File: src/rtl/fifo_rd_stream_pkg.sv
// Shared definitions for the read-side stream consumer of the async FIFO.
package fifo_rd_stream_pkg;

  // Defaults shared with the FIFO so both ends agree on word and address width
  localparam int DSIZE_DEFAULT = 8;
  localparam int ASIZE_DEFAULT = 4;

  // Skid-buffer occupancy: how many words the stream side is holding
  typedef enum logic [1:0] {
    OCC_EMPTY = 2'd0,
    OCC_ONE   = 2'd1,
    OCC_TWO   = 2'd2
  } occ_e;

  // A buffer entry is {data, last}: data in the upper DSIZE bits, last flag in bit 0
  localparam int ENTRY_LAST_BIT = 0;
  localparam int ENTRY_DATA_LSB = 1;

endpackage

File: src/rtl/fifo_rd_stream.sv
// Pops words from the async FIFO read port and re-presents them as a registered
// valid/ready stream through a 2-entry skid buffer, tagging packet ends and
// counting delivered words.
module fifo_rd_stream
  import fifo_rd_stream_pkg::*;
#(
  parameter int DSIZE   = DSIZE_DEFAULT,
  parameter int PKT_LEN = 4,
  parameter int CWIDTH  = 16
) (
  input  logic              rclk,
  input  logic              rrst_n,
  input  logic              en,
  input  logic [DSIZE-1:0]  fifo_rdata,
  input  logic              fifo_rempty,
  output logic              fifo_rinc,
  output logic              m_valid,
  input  logic              m_ready,
  output logic [DSIZE-1:0]  m_data,
  output logic              m_last,
  output logic [CWIDTH-1:0] word_cnt
);

  localparam int BW = (PKT_LEN > 1) ? $clog2(PKT_LEN) : 1;
  localparam int EW = DSIZE + 1;

  occ_e            r_state;
  occ_e            w_nextState;
  logic [EW-1:0]   r_head;
  logic [EW-1:0]   r_tail;
  logic [BW-1:0]   r_beatIdx;
  logic [CWIDTH-1:0] r_wordCnt;

  logic            w_capture;
  logic            w_accept;
  logic            w_lastBit;
  logic [EW-1:0]   w_newEntry;
  logic            w_loadHead;
  logic            w_loadTail;
  logic            w_tailToHead;

  // Pop decision looks only at registered occupancy so m_ready never reaches the FIFO
  assign w_capture  = rrst_n & en & ~fifo_rempty & (r_state != OCC_TWO);
  assign w_accept   = (r_state != OCC_EMPTY) & m_ready;
  assign w_lastBit  = (r_beatIdx == BW'(PKT_LEN - 1));
  assign w_newEntry = {fifo_rdata, w_lastBit};

  assign fifo_rinc = w_capture;
  assign m_valid   = (r_state != OCC_EMPTY);
  assign m_data    = r_head[EW-1:ENTRY_DATA_LSB];
  assign m_last    = r_head[ENTRY_LAST_BIT];
  assign word_cnt  = r_wordCnt;

  // Occupancy register
  always_ff @(posedge rclk or negedge rrst_n) begin
    if (!rrst_n) r_state <= OCC_EMPTY;
    else         r_state <= w_nextState;
  end

  // Next occupancy and which buffer slot a captured or surviving word lands in
  always_comb begin
    w_nextState  = r_state;
    w_loadHead   = 1'b0;
    w_loadTail   = 1'b0;
    w_tailToHead = 1'b0;
    case (r_state)
      OCC_EMPTY: begin
        if (w_capture) begin
          w_nextState = OCC_ONE;
          w_loadHead  = 1'b1;
        end
      end
      OCC_ONE: begin
        if (w_capture && !w_accept) begin
          w_nextState = OCC_TWO;
          w_loadTail  = 1'b1;
        end else if (w_capture && w_accept) begin
          w_loadHead  = 1'b1;
        end else if (w_accept) begin
          w_nextState = OCC_EMPTY;
        end
      end
      OCC_TWO: begin
        if (w_accept) begin
          w_nextState  = OCC_ONE;
          w_tailToHead = 1'b1;
        end
      end
      default: w_nextState = OCC_EMPTY;
    endcase
  end

  // Head and tail entry storage; head always feeds the stream outputs
  always_ff @(posedge rclk or negedge rrst_n) begin
    if (!rrst_n) begin
      r_head <= '0;
      r_tail <= '0;
    end else begin
      if (w_loadHead)        r_head <= w_newEntry;
      else if (w_tailToHead) r_head <= r_tail;
      if (w_loadTail)        r_tail <= w_newEntry;
    end
  end

  // Packet beat counter advances only on capture, so framing survives en dropping
  always_ff @(posedge rclk or negedge rrst_n) begin
    if (!rrst_n)        r_beatIdx <= '0;
    else if (w_capture) r_beatIdx <= w_lastBit ? '0 : r_beatIdx + BW'(1);
  end

  // Delivered-word count, wrapping silently
  always_ff @(posedge rclk or negedge rrst_n) begin
    if (!rrst_n)       r_wordCnt <= '0;
    else if (w_accept) r_wordCnt <= r_wordCnt + CWIDTH'(1);
  end

endmodule

File: config.mk
export PLATFORM = sky130hd
export DESIGN_NAME = fifo_rd_stream
export DESIGN_NICKNAME = d
export VERILOG_FILES = /design/src/rtl/fifo_rd_stream_pkg.sv /design/src/rtl/fifo_rd_stream.sv
export SDC_FILE = /design/constraint.sdc
export NUM_CORES = 1
export LEC_CHECK = 0
export ABC_CLOCK_PERIOD_IN_PS = 1420
export BUFFER_PORTS_ARGS = -buffer_cell sky130_fd_sc_hd__buf_2
export CAP_MARGIN = 0
export CORE_AREA = 2 2 82 53
export DETAILED_ROUTE_END_ITERATION = 12
export DIE_AREA = 0 0 84 55
export PLACE_DENSITY_LB_ADDON = 0.1
export SKIP_CTS_REPAIR_TIMING = 1
export SYNTH_ARGS = -nofsm -noshare
export SYNTH_HDL_FRONTEND = slang
export SYNTH_SLANG_ARGS = --single-unit
File: constraint.sdc
create_clock -name rclk -period 1.42 [get_ports rclk]
set_input_delay 0.213 -clock rclk [delete_from_list [all_inputs] [get_ports rclk]]
set_output_delay 0.213 -clock rclk [all_outputs]
set_load 0.01 [all_outputs]
Word level (Yosys, flattened, before mapping)
Cells that the tools add are included.

word-level totals
  logic and storage cells = 44
  bits of input ports = 13
  flip-flop bits (word level) = 38
  output and inout bits = 27

operators by class
  add/subtract/negate cells = 2
  mux-type cells = 17
  bitwise gates (word level) = 5
  reductions and logical operators = 7
  equality and inequality tests = 8

operator list
  operator               count
  $mux 9                 2
  $add 16x1->16 const B  1
  $mux 2                 6
  $mux 1                 7
  $ne 2x2->1 const B     3
  $ne 3x3->1 const B     2
  $pmux 2 s3             1
  $and 1x1->1            4
  $eq 2x2->1 const B     2
  $reduce_and 4->1       1
  $reduce_bool 2->1      2
  $add 2x1->2 const B    1
  $eq 2x1->1 const B     1
  $logic_and 1x1->1      2
  $logic_not 2->1        1
  $pmux 1 s2             1
  $logic_not 1->1        1
  $not 1->1              1

Logic depth before layout (Yosys ltp)
  word-level depth = 8
  depth in mapped cells = 6
  depth with buffers taken out = 4

Least setup slack after synthesis
OpenSTA, ideal clock, no wires.

  path type = register -> register
  from = reg r_state[1]
  to = reg r_head[0]
  setup time = 0.118 ns
  path buffers = 2
  data required time = 1.302 ns
  cell stages (with the launch flop) = 7
  arrival time = 1.287 ns
  period minus slack after synthesis = 1.405 ns
  path slack = 0.015 ns
  path through = dfrtp_1 buf_2 nor2b_1 and2_1 buf_6 a22o_1 a21o_1

between the ends
  longest elaborated chain between the ends = 7
  elaborated cells on any way between the ends = 18
  those cells by class = 3 x eq/ne; 7 x mux; 2 x bitwise; 6 x reduce/logical

ends and longest elaborated chain
  what                                                         RTL line                                    RTL
  start, declared                                              fifo_rd_stream.sv:27                        occ_e r_state;
  start signal, assigned                                       fifo_rd_stream.sv:57                        else r_state <= w_nextState;
  $ne 2x2->1 / $reduce_bool 2->1 (equally long branches)       fifo_rd_stream.sv:43, fifo_rd_stream.sv:44
  $and 1x1->1, on equally long branches                        fifo_rd_stream.sv:43, fifo_rd_stream.sv:44
  $logic_and 1x1->1 / $logic_not 1->1 (equally long branches)  fifo_rd_stream.sv:77, fifo_rd_stream.sv:74
  $mux 1 / $logic_and 1x1->1 (equally long branches)           fifo_rd_stream.sv:77, fifo_rd_stream.sv:74
  $mux 1                                                       fifo_rd_stream.sv:74                        if (w_capture && !w_accept) begin
  $pmux 1 s2                                                   fifo_rd_stream.sv:66                        case (r_state)
  $mux 9 / $reduce_bool 2->1 (equally long branches)           --
  end signal, assigned                                         fifo_rd_stream.sv:99                        if (w_loadHead) r_head <= w_newEntry;
  end signal, assigned                                         fifo_rd_stream.sv:100                       else if (w_tailToHead) r_head <= r_tail;
  end, declared                                                fifo_rd_stream.sv:29                        logic [EW-1:0] r_head;

Parallel ways exist; a longest one is shown, timed or not.
A chain may end at the register's enable or synchronous reset.

Final worst setup path
  from = reg r_state[1]
  to = out m_valid

between the ends
  longest elaborated chain between the ends = 1

ends and longest elaborated chain
  what               RTL line              RTL
  $reduce_bool 2->1  fifo_rd_stream.sv:49  assign m_valid = (r_state != OCC_EMPTY);
  end, declared      fifo_rd_stream.sv:17  output logic m_valid,

No other way between the ends.

==> metrics.txt <==
Final TNS setup 0 ps; CTS H-tree lvls 2; Worst Path Arrival 1160 ps; Least-Margin Pin Slew 481 ps; final hold viol count 4; dpl hpwl 2420 um; DRT antenna net count 0; max-cap violation count 0; total wire length 3310 um; start point of the critical path r_state[1]$_DFFE_PN0P_; Area growth, synth to finish 27.6%; clk sinks 38; failing checks negative hold slack; initial DRC count 82; Tmin final 1370 ps; reg2reg path depth 5; dominant cells by area after synthesis dfrtp_1 57%, xnor2_1 6.9%, mux2_1 6.1%; Cell Area, Synth 1660 um2; static leakage 1.15 nW; Setup-failing EPs final 0; Synth Net Count 147; final net count 201; GRT Overall Usage 0.155; synthesized flop and latch total 38; synthesized area per cell 12.6 um2; placed cell count 228; crit path kind reg2out; num ports 40; Port Buffers 39; WL/cell 14.0 um; Worst-Skew Late Latency 290 ps; Warnings, synthesis 0; CTS tree done; Worst-path clk slew 70 ps; outcome complete, but fails checks; FP Rows 18; Cells after Synth 132; Yosys top cell area share 0.572; Starting Density 0.426; Post-Layout Cell Count 237; hold slack -6.45 ps; DIE AREA 4620 um2; Critical Path End Type primary output; Post-DP Area 1970 um2; Pwr per Cell Area 1340 nW/um2; clock root buffer master clkbuf_8; core area 3900 um2; worst vdd ir 0.827 mV; area leader, netlist dfrtp_1; Die Wd 84 um; Vias/cell 5.04; Hold WC Path Type in2async; cell area after layout 2120 um2; Clock Path Buffers 2; DRC Markers 0; Max Fclk 727 MHz; layout cells sized above 1 0.385; first-pass GRT wire length 5290 um; startpoint type of the worst setup path flip-flop; R2R Path Start r_state[1]$_DFFE_PN0P_; period utilization 0.968; Cell variety after synth 32; vias in the first global route 1117; Num CTS Buffers 5; RePlAce Congestion 0.741; vias 1195; Slew headroom 0.679; RSZ-0062 raised after global routing yes; Slew Limit Fails 0; # diodes 0; fill count 346; sequential-to-total area share from yosys stat 0.572; worst-path fanout max 7; largest net degree at the start of global routing 39; total gr overflow 0; fin util 0.544; Die Y 55 um; DR pass1 iterations 4; initial antenna violation count 0; WP data required 1210 ps; Setup Skew 2.94 ps
-- metrics by stage --
stage	power, mW	setup WS (ps)
finish	2.84	45.1
CTS	2.86	-63.3
detailed placement	2.10	-17.2
global placement	2.06	33.1
global route	3.03	-21.8
floorplan	1.81	15.3
-- cells in the mapped netlist (all sizes together) --
library cell  count
nand3             5
or2               1
nor2              8
and2              1
o22ai             1
o21a              1
a21oi             1
mux2             11
and3              3
buf               3
nand4             4
xor2              2
xnor2            13
nand3b            1
dfrtp            38
mux2i             1
a21o              9
nand2            11
inv               1
nor2b             2
nor3              2
o21ai             1
a22o              9
nor3b             1
ha                2
-- area by class of cell --
cell class	count	area (um2)	area share
well taps	50	62.6	0.0295
repair buffers	50	292	0.138
multi-input cells	90	718	0.339
flip-flops and latches	38	952	0.449
clock inverters	1	5.00	0.00236
clock buffers	7	86.3	0.0407
inverters	1	3.75	0.00177
-- registers in the layout, indices dropped and copies added, names as in the netlist --
register and count:
r_beatIdx 2, r_tail 9, r_head 9, r_state 2
word_cnt 16
-- kinds of logic after synthesis --
group           after synthesis  share of synthesized area
compound gates               22                      0.102
mux                          12                     0.0806
buf+inv                       4                     0.0151
simple gates                 39                      0.136
xor+xnor                     15                     0.0791
flops                        38                      0.572
fa+ha+maj                     2                     0.0151
-- where the power goes --
group	internal, mW	switching [mW]
Clock	0.391	0.366
Combinational	0.327	0.300
Sequential	1.31	0.150
Total	2.03	0.816
-- worst max-delay path, stage by stage, from the launching register on --
cell,delay [ps]
dfrtp_1,390
buf_6,140
or2_4,230
buf_6,120
-- path summary, 6_finish.rpt --
check / end / slack [ps]
max reg2reg: word_cnt[5]$_DFFE_PN0P_ / 60
min in group rclk: r_tail[2]$_DFFE_PN0P_ / 140
max: m_valid / 50
min: r_beatIdx[0]$_DFFE_PN0P_ / -6
min reg2reg: word_cnt[15]$_DFFE_PN0P_ / 470
max in group asynchronous: r_state[0]$_DFFE_PN0P_ / 1070
-- cell usage in the layout (no fill, tap or decap), types with 2 or more instances in the layout --
| master | count |
|---|---|
| buf_2 | 38 |
| dfrtp_1 | 37 |
| xnor2_1 | 13 |
| nand2_1 | 10 |
| mux2_1 | 9 |
| a22o_1 | 9 |
| a21o_1 | 9 |
| buf_4 | 9 |
| clkbuf_8 | 6 |
| nor2_1 | 5 |
| nand3_1 | 5 |
| nand4_1 | 4 |
| buf_6 | 3 |
| nor3_4 | 2 |
| nor2_4 | 2 |
| mux2_2 | 2 |
| and3_1 | 2 |
| xor2_1 | 2 |
| ha_1 | 2 |
-- metal layers --
metal  vias to the layer above  global-route usage  routed length [um]
met5                         -                   0                   0
met4                         0              0.0726                  57
met3                         8              0.0490                 165
met2                        25               0.243                1550
met1                       588               0.201                1540
li1                        574                   -                   -
No activity file was read; power rests on OpenSTA's default activity.
